## config.mk

```make
export PLATFORM = sky130hd
export DESIGN_NAME = id_stage_flat
export DESIGN_NICKNAME = d
export VERILOG_FILES = /design/src/rtl/cpu_pkg.sv /design/src/rtl/id_stage_if.sv /design/src/rtl/id_decoder.sv /design/src/rtl/id_stage.sv /design/src/flat_wrapper.sv
export SDC_FILE = /design/constraint.sdc
export NUM_CORES = 1
export LEC_CHECK = 0
export CORE_AREA = 2 2 117 119
export CTS_BUF_LIST = sky130_fd_sc_hd__clkbuf_2 sky130_fd_sc_hd__clkbuf_4 sky130_fd_sc_hd__clkbuf_8
export CTS_CLUSTER_DIAMETER = 30
export DETAILED_ROUTE_END_ITERATION = 6
export DIE_AREA = 0 0 119 121
export GPL_ROUTABILITY_DRIVEN = 0
export PLACE_DENSITY_LB_ADDON = 0.15
export SLEW_MARGIN = 30
export SYNTH_ARGS = -nofsm -noshare
export SYNTH_HDL_FRONTEND = slang
export SYNTH_SLANG_ARGS = --single-unit
```

## constraint.sdc

```tcl
create_clock -name clk -period 1.4 [get_ports clk]
set_input_delay 0.21 -clock clk [delete_from_list [all_inputs] [get_ports clk]]
set_output_delay 0.21 -clock clk [all_outputs]
set_load 0.02 [all_outputs]
```

## src/rtl/cpu_pkg.sv

```systemverilog
// Shared CPU definitions: opcodes, control encodings, instruction field positions
// and the ID/EX bundle carried from decode into execute.
package cpu_pkg;

  localparam logic [3:0] OP_NOP  = 4'b0000;
  localparam logic [3:0] OP_ST   = 4'b0011;
  localparam logic [3:0] OP_ADD  = 4'b0100;
  localparam logic [3:0] OP_INC  = 4'b0101;
  localparam logic [3:0] OP_NEG  = 4'b0110;
  localparam logic [3:0] OP_SUB  = 4'b0111;
  localparam logic [3:0] OP_J    = 4'b1000;
  localparam logic [3:0] OP_BRZ  = 4'b1001;
  localparam logic [3:0] OP_JM   = 4'b1010;
  localparam logic [3:0] OP_BRN  = 4'b1011;
  localparam logic [3:0] OP_LD   = 4'b1110;
  localparam logic [3:0] OP_SVPC = 4'b1111;

  localparam logic [2:0] ALU_ADD = 3'b000;
  localparam logic [2:0] ALU_SUB = 3'b001;
  localparam logic [2:0] ALU_NEG = 3'b010;

  localparam logic [1:0] BR_NONE = 2'b00;
  localparam logic [1:0] BR_JMP  = 2'b01;
  localparam logic [1:0] BR_Z    = 2'b10;
  localparam logic [1:0] BR_N    = 2'b11;

  localparam int unsigned OPC_MSB = 31;
  localparam int unsigned OPC_LSB = 28;
  localparam int unsigned RD_MSB  = 27;
  localparam int unsigned RD_LSB  = 22;
  localparam int unsigned RS_MSB  = 21;
  localparam int unsigned RS_LSB  = 16;
  localparam int unsigned RT_MSB  = 15;
  localparam int unsigned RT_LSB  = 10;
  localparam int unsigned IMM_MSB = 21;

  typedef struct packed {
    logic [2:0] alu_op;
    logic       alu_imm;
    logic       reg_wrt;
    logic       mem_rd;
    logic       mem_wr;
    logic       mem_to_reg;
    logic [1:0] branch;
    logic       svpc;
  } ctrl_t;

  typedef struct packed {
    logic        valid;
    ctrl_t       ctrl;
    logic [5:0]  rd;
    logic [31:0] rs_data;
    logic [31:0] rt_data;
    logic [31:0] imm;
  } idex_t;

  function automatic logic [31:0] sext_imm(input logic [IMM_MSB:0] v);
    return {{(31 - IMM_MSB){v[IMM_MSB]}}, v};
  endfunction

endpackage

```

## src/rtl/id_stage_if.sv

```systemverilog
// Decode-stage bus: IF/ID inputs, register-file read port and the ID/EX bundle.
interface id_stage_if #(
  parameter int unsigned PC_W = 32
);
  logic            if_valid;
  logic [31:0]     if_instr;
  logic [PC_W-1:0] if_pc;
  logic            flush;
  logic [31:0]     rf_rsout;
  logic [31:0]     rf_rtout;
  logic [5:0]      rf_rs;
  logic [5:0]      rf_rt;
  logic            stall;
  logic            ex_valid;
  logic [PC_W-1:0] ex_pc;
  logic [5:0]      ex_rd;
  logic [31:0]     ex_rs_data;
  logic [31:0]     ex_rt_data;
  logic [31:0]     ex_imm;
  logic [2:0]      ex_alu_op;
  logic            ex_alu_imm;
  logic            ex_reg_wrt;
  logic            ex_mem_rd;
  logic            ex_mem_wr;
  logic            ex_mem_to_reg;
  logic [1:0]      ex_branch;
  logic            ex_svpc;

  modport slave (
    input  if_valid, if_instr, if_pc, flush, rf_rsout, rf_rtout,
    output rf_rs, rf_rt, stall, ex_valid, ex_pc, ex_rd, ex_rs_data, ex_rt_data, ex_imm,
    output ex_alu_op, ex_alu_imm, ex_reg_wrt, ex_mem_rd, ex_mem_wr, ex_mem_to_reg,
    output ex_branch, ex_svpc
  );

  modport master (
    output if_valid, if_instr, if_pc, flush, rf_rsout, rf_rtout,
    input  rf_rs, rf_rt, stall, ex_valid, ex_pc, ex_rd, ex_rs_data, ex_rt_data, ex_imm,
    input  ex_alu_op, ex_alu_imm, ex_reg_wrt, ex_mem_rd, ex_mem_wr, ex_mem_to_reg,
    input  ex_branch, ex_svpc
  );
endinterface

```

## src/rtl/id_decoder.sv

```systemverilog
// Purely combinational opcode-to-control mapping; unknown opcodes decode as NOP.
module id_decoder
  import cpu_pkg::*;
(
  input  logic [3:0] i_opcode,
  output ctrl_t      o_ctrl
);

  always_comb begin
    o_ctrl = '0;
    case (i_opcode)
      OP_SVPC: begin
        o_ctrl.reg_wrt = 1'b1;
        o_ctrl.svpc    = 1'b1;
        o_ctrl.alu_imm = 1'b1;
      end
      OP_LD: begin
        o_ctrl.reg_wrt    = 1'b1;
        o_ctrl.mem_rd     = 1'b1;
        o_ctrl.mem_to_reg = 1'b1;
      end
      OP_ST:  o_ctrl.mem_wr = 1'b1;
      OP_ADD: begin
        o_ctrl.alu_op  = ALU_ADD;
        o_ctrl.reg_wrt = 1'b1;
      end
      OP_INC: begin
        o_ctrl.alu_op  = ALU_ADD;
        o_ctrl.alu_imm = 1'b1;
        o_ctrl.reg_wrt = 1'b1;
      end
      OP_NEG: begin
        o_ctrl.alu_op  = ALU_NEG;
        o_ctrl.reg_wrt = 1'b1;
      end
      OP_SUB: begin
        o_ctrl.alu_op  = ALU_SUB;
        o_ctrl.reg_wrt = 1'b1;
      end
      OP_J:   o_ctrl.branch = BR_JMP;
      OP_BRZ: o_ctrl.branch = BR_Z;
      OP_BRN: o_ctrl.branch = BR_N;
      // Memory-indirect jump reads memory but never writes a register.
      OP_JM: begin
        o_ctrl.mem_rd = 1'b1;
        o_ctrl.branch = BR_JMP;
      end
      default: o_ctrl = '0;
    endcase
  end

endmodule

```

## src/rtl/id_stage.sv

```systemverilog
// Instruction decode plus ID/EX pipeline register, with load-use stall detection
// and bubble insertion on reset, flush, stall or an empty IF/ID slot.
module id_stage
  import cpu_pkg::*;
#(
  parameter int unsigned PC_W = 32
) (
  input logic         clk,
  input logic         rst,
  id_stage_if.slave   bus
);

  ctrl_t           w_ctrl;
  idex_t           w_next;
  logic [5:0]      w_rs;
  logic [5:0]      w_rt;
  logic            w_stall;
  logic            w_bubble;
  idex_t           r_ex;
  logic [PC_W-1:0] r_pc;

  assign w_rs = bus.if_instr[RS_MSB:RS_LSB];
  assign w_rt = bus.if_instr[RT_MSB:RT_LSB];

  id_decoder u_dec (
    .i_opcode (bus.if_instr[OPC_MSB:OPC_LSB]),
    .o_ctrl   (w_ctrl)
  );

  // Only a register-writing load in EX can leave its result late for this decode.
  assign w_stall = bus.if_valid & r_ex.valid & r_ex.ctrl.mem_rd & r_ex.ctrl.reg_wrt &
                   ((r_ex.rd == w_rs) | (r_ex.rd == w_rt));

  assign w_bubble = bus.flush | w_stall | ~bus.if_valid;

  always_comb begin
    w_next         = '0;
    w_next.valid   = 1'b1;
    w_next.ctrl    = w_ctrl;
    w_next.rd      = bus.if_instr[RD_MSB:RD_LSB];
    w_next.rs_data = bus.rf_rsout;
    w_next.rt_data = bus.rf_rtout;
    w_next.imm     = sext_imm(bus.if_instr[IMM_MSB:0]);
  end

  always_ff @(posedge clk) begin
    if (rst || w_bubble) begin
      r_ex <= '0;
      r_pc <= '0;
    end else begin
      r_ex <= w_next;
      r_pc <= bus.if_pc;
    end
  end

  assign bus.rf_rs         = w_rs;
  assign bus.rf_rt         = w_rt;
  assign bus.stall         = w_stall;
  assign bus.ex_valid      = r_ex.valid;
  assign bus.ex_pc         = r_pc;
  assign bus.ex_rd         = r_ex.rd;
  assign bus.ex_rs_data    = r_ex.rs_data;
  assign bus.ex_rt_data    = r_ex.rt_data;
  assign bus.ex_imm        = r_ex.imm;
  assign bus.ex_alu_op     = r_ex.ctrl.alu_op;
  assign bus.ex_alu_imm    = r_ex.ctrl.alu_imm;
  assign bus.ex_reg_wrt    = r_ex.ctrl.reg_wrt;
  assign bus.ex_mem_rd     = r_ex.ctrl.mem_rd;
  assign bus.ex_mem_wr     = r_ex.ctrl.mem_wr;
  assign bus.ex_mem_to_reg = r_ex.ctrl.mem_to_reg;
  assign bus.ex_branch     = r_ex.ctrl.branch;
  assign bus.ex_svpc       = r_ex.ctrl.svpc;

endmodule

```

## src/flat_wrapper.sv

```systemverilog
// flat-port wrapper written by rule: the top's interface ports become plain ports
module id_stage_flat import cpu_pkg::*;
#(
  parameter int unsigned PC_W = 32
)
  (clk, rst, bus_if_valid, bus_if_instr, bus_if_pc, bus_flush, bus_rf_rsout, bus_rf_rtout, bus_rf_rs, bus_rf_rt, bus_stall, bus_ex_valid, bus_ex_pc, bus_ex_rd, bus_ex_rs_data, bus_ex_rt_data, bus_ex_imm, bus_ex_alu_op, bus_ex_alu_imm, bus_ex_reg_wrt, bus_ex_mem_rd, bus_ex_mem_wr, bus_ex_mem_to_reg, bus_ex_branch, bus_ex_svpc);
  id_stage_if #(.PC_W(PC_W)) bus_i ();
  input logic clk;
  input logic rst;
  input wire logic [$bits(bus_i.if_valid)-1:0] bus_if_valid;
  input wire logic [$bits(bus_i.if_instr)-1:0] bus_if_instr;
  input wire logic [$bits(bus_i.if_pc)-1:0] bus_if_pc;
  input wire logic [$bits(bus_i.flush)-1:0] bus_flush;
  input wire logic [$bits(bus_i.rf_rsout)-1:0] bus_rf_rsout;
  input wire logic [$bits(bus_i.rf_rtout)-1:0] bus_rf_rtout;
  output wire logic [$bits(bus_i.rf_rs)-1:0] bus_rf_rs;
  output wire logic [$bits(bus_i.rf_rt)-1:0] bus_rf_rt;
  output wire logic [$bits(bus_i.stall)-1:0] bus_stall;
  output wire logic [$bits(bus_i.ex_valid)-1:0] bus_ex_valid;
  output wire logic [$bits(bus_i.ex_pc)-1:0] bus_ex_pc;
  output wire logic [$bits(bus_i.ex_rd)-1:0] bus_ex_rd;
  output wire logic [$bits(bus_i.ex_rs_data)-1:0] bus_ex_rs_data;
  output wire logic [$bits(bus_i.ex_rt_data)-1:0] bus_ex_rt_data;
  output wire logic [$bits(bus_i.ex_imm)-1:0] bus_ex_imm;
  output wire logic [$bits(bus_i.ex_alu_op)-1:0] bus_ex_alu_op;
  output wire logic [$bits(bus_i.ex_alu_imm)-1:0] bus_ex_alu_imm;
  output wire logic [$bits(bus_i.ex_reg_wrt)-1:0] bus_ex_reg_wrt;
  output wire logic [$bits(bus_i.ex_mem_rd)-1:0] bus_ex_mem_rd;
  output wire logic [$bits(bus_i.ex_mem_wr)-1:0] bus_ex_mem_wr;
  output wire logic [$bits(bus_i.ex_mem_to_reg)-1:0] bus_ex_mem_to_reg;
  output wire logic [$bits(bus_i.ex_branch)-1:0] bus_ex_branch;
  output wire logic [$bits(bus_i.ex_svpc)-1:0] bus_ex_svpc;
  assign bus_i.if_valid = bus_if_valid;
  assign bus_i.if_instr = bus_if_instr;
  assign bus_i.if_pc = bus_if_pc;
  assign bus_i.flush = bus_flush;
  assign bus_i.rf_rsout = bus_rf_rsout;
  assign bus_i.rf_rtout = bus_rf_rtout;
  assign bus_rf_rs = bus_i.rf_rs;
  assign bus_rf_rt = bus_i.rf_rt;
  assign bus_stall = bus_i.stall;
  assign bus_ex_valid = bus_i.ex_valid;
  assign bus_ex_pc = bus_i.ex_pc;
  assign bus_ex_rd = bus_i.ex_rd;
  assign bus_ex_rs_data = bus_i.ex_rs_data;
  assign bus_ex_rt_data = bus_i.ex_rt_data;
  assign bus_ex_imm = bus_i.ex_imm;
  assign bus_ex_alu_op = bus_i.ex_alu_op;
  assign bus_ex_alu_imm = bus_i.ex_alu_imm;
  assign bus_ex_reg_wrt = bus_i.ex_reg_wrt;
  assign bus_ex_mem_rd = bus_i.ex_mem_rd;
  assign bus_ex_mem_wr = bus_i.ex_mem_wr;
  assign bus_ex_mem_to_reg = bus_i.ex_mem_to_reg;
  assign bus_ex_branch = bus_i.ex_branch;
  assign bus_ex_svpc = bus_i.ex_svpc;
  id_stage #(.PC_W(PC_W)) u_core (.clk(clk), .rst(rst), .bus(bus_i));
endmodule
```

==> metrics <==
run status=finished, violations left; failing checks=setup timing; drc violations=0; H-Tree Depth=4; FF+latch count, synth=between 100 and 150; Min-Delay Endpoint=u_core.bus.ex_rd[4]; WS Path Type=reg -> out; WP data arrival=about 1.5 ns; core area=13090 um^2; row cnt=42; CTS root buffer=clkbuf_8; Max Root-Sink Buffers=2; Final #Nets=approximately 910; Fmax=approximately 600 MHz; Die Height=between 100 and 150 um; Routed WL=approximately 15000 um; HP Class=in -> reg; CTS tree=done; Overall Global Routing Usage=between 10% and 20%; number of synthesis warnings=0; cells taking the most area after synthesis=dfxtp_1 64%, nor2_1 12%, nand2_1 11%, buf_4 5.1%, xnor2_1 2.7%; r2r worst-path depth=8; xor and xnor area share after synthesis=roughly 2.7%; post-route design area=around 8000 um^2; compound-gate portion of the synthesized area=0.6178%; CP Launch Type=register; r2r endpoint=u_core.bus.ex_pc[25]; Leakage=3.952 nW; Vias=a little over 4000; DP Wirelength=~10000 um; simple-gate share of the synthesized area=roughly 25%; initial antenna violation count=0; die span in x=about 120 um; first-pass GRT wire length=about 22000 um; crit path max fanout=3; Hold Fails Final Rpt=0; final setup margin=-0.2760 ns; multi-input logic area=between 1000 and 1500 um^2; min cycle time layout=around 1.7 ns; largest family of logic cells by synthesized area=simple AND/OR/NAND/NOR gates; Synth top area share=around 64%; Antenna Nets Post-Route=0; Layout area overhead=88.94%; # diodes=0; syn avg cell area=8.787 um^2; maximum number of pins on one net before global-route repair=62; Inserted Clock Buffers=17; Clock Sinks=approximately 140; Placement Cell Area=7302 um^2; Final Skew=~0.0057 ns; register area=between 2000 and 3000 um^2; Vias/cell=around 4.3; Reg-to-Reg Start=u_core.bus.ex_rd[0]; mux share of post-synthesis cell area=0%; Worst R2R Setup Slack=-0.24 ns; Min-Delay Startpoint=bus_if_instr[26]; peak supply drop=around 0.65 mV; DRT Pass-1 Iters=4; Seq/Total Area, Yosys=roughly 64%; initial detailed-routing violation count=160; Setup Slack @ Placement=-0.7267 ns; fill count=roughly 1200; die area=approximately 14000 um^2; layout cells sized above 1=~14%; Final Max Slew Viols=0; hold buffers post-CTS=0; hold depth=3; adder-cell share of the synthesized area=0%; Synth cell types=21; grt ovf=0; crit path from=u_core.bus.ex_rd[0]; Max Cap Viol=0; Worst-path clk slew=0.07 ns; final setup vio count=136; RSZ-0062 raised after global routing=true; IO buf count=289; Wirelength per Cell=between 15 and 20 um; Crit path required time=about 1.2 ns; Synth area leader=dfxtp_1; Power Density=slightly above 1000 nW/um^2; mapped cell area=~4300 um^2; syn nets=~620; worst skew pair latency=roughly 0.43 ns; Tcrit/Tclk final=119.7%; Post-Syn Instances=~480; Crit. End Element=output port; vias in the first global route=approximately 4200; Initial Util=32.50%; I/O pins=between 200 and 300
## cell families after synthesis
group / Yosys count
compound gates: 3
flops: 135
other cells: 1
xor+xnor: 13
buf+inv: 55
simple gates: 277
## worst max path at each step
stage | endpoint | depth (start not counted) | slack, ns
6_report | bus_stall | 4 | -0.28
5_1_grt | bus_stall | 4 | -0.35
4_1_cts | bus_stall | 4 | -0.31
3_5_place_dp | bus_stall | 5 | -0.73
3_3_place_gp | bus_stall | 5 | -0.73
2_1_floorplan | u_core.bus.ex_imm[0] | 6 | 0.005
## where the power goes
| group | total [mW] | switching, mW | internal [mW] | leakage, nW |
|---|---|---|---|---|
| sequential | 3.96 | 0.0310 | 3.93 | 1.10 |
| clock | 3.29 | 1.40 | 1.89 | 0.207 |
| combinational | 0.963 | 0.421 | 0.542 | 2.64 |
| total | 8.21 | 1.85 | 6.36 | 3.95 |
## area by class of cell
cell class                 instances  area share, %
timing repair buffer             330          41.50
sequential                       135          33.95
multi-input combinational        294          16.65
clock buffer                      21          3.519
tap                              176          2.741
clock inverter                     9          1.557
inverter                           2        0.09343
## layout by cell type, fill, tap and decap left out, drive strengths merged, types with 7 or more instances in the layout
cell type      instances
buf                   37
clkdlybuf4s15         19
nand3                  7
dlygate4sd2          133
clkdlybuf4s50        131
nor2                 132
xnor2                 13
dfxtp                135
clkbuf                31
nand2                128
## cell usage after synthesis
| master | instances |
|---|---|
| conb_1 | 1 |
| a21oi_1 | 1 |
| inv_1 | 2 |
| nand2_1 | 128 |
| and4_1 | 1 |
| and2_1 | 1 |
| o22ai_2 | 1 |
| dfxtp_1 | 135 |
| a2111oi_0 | 1 |
| nor4_1 | 2 |
| buf_2 | 10 |
| nand4_1 | 2 |
| clkbuf_1 | 11 |
| buf_1 | 3 |
| nand4b_1 | 1 |
| nor2_1 | 132 |
| buf_4 | 29 |
| nor3_1 | 2 |
| nor4b_1 | 1 |
| xnor2_1 | 13 |
| nand3_1 | 7 |
## per-stage QoR
stage	cells	util [%]	power, mW	TNS, ns	hold slack [ns]
after global routing	967	61.41	8.555	-35.77	0.2734
after floorplan	484	-	4.406	0	0.3164
after CTS	955	59.45	8.315	-30.00	0.2556
after global placement	920	55.80	5.072	-77.08	0.7325
after detailed placement	920	55.80	5.082	-77.63	0.7370
final	967	61.41	8.214	-26.82	0.2906
## per-layer routing
layer | vias up | share of wire (%) | global-route usage (%)
met5 | - | 0 | 0
met4 | 0 | 2.6 | 9.077
met3 | 28 | 10 | 9.211
met2 | 199 | 50 | 33.91
met1 | 1882 | 37 | 20.36
li1 | 2040 | - | -
## critical path: stages, from the launching register on
cell     delay [ns]
dfxtp_4        0.37
xnor2_2        0.14
nand4_1        0.17
o22ai_4        0.20
buf_6          0.14
## repair_timing
item	4_1_cts	5_1_grt
endpoints found under the setup margin	293	157
resized for setup	212	25
pin swaps	1	7
gates cloned	4	7
buffers inserted	1	5
No activity file was read; power rests on OpenSTA's default activity.
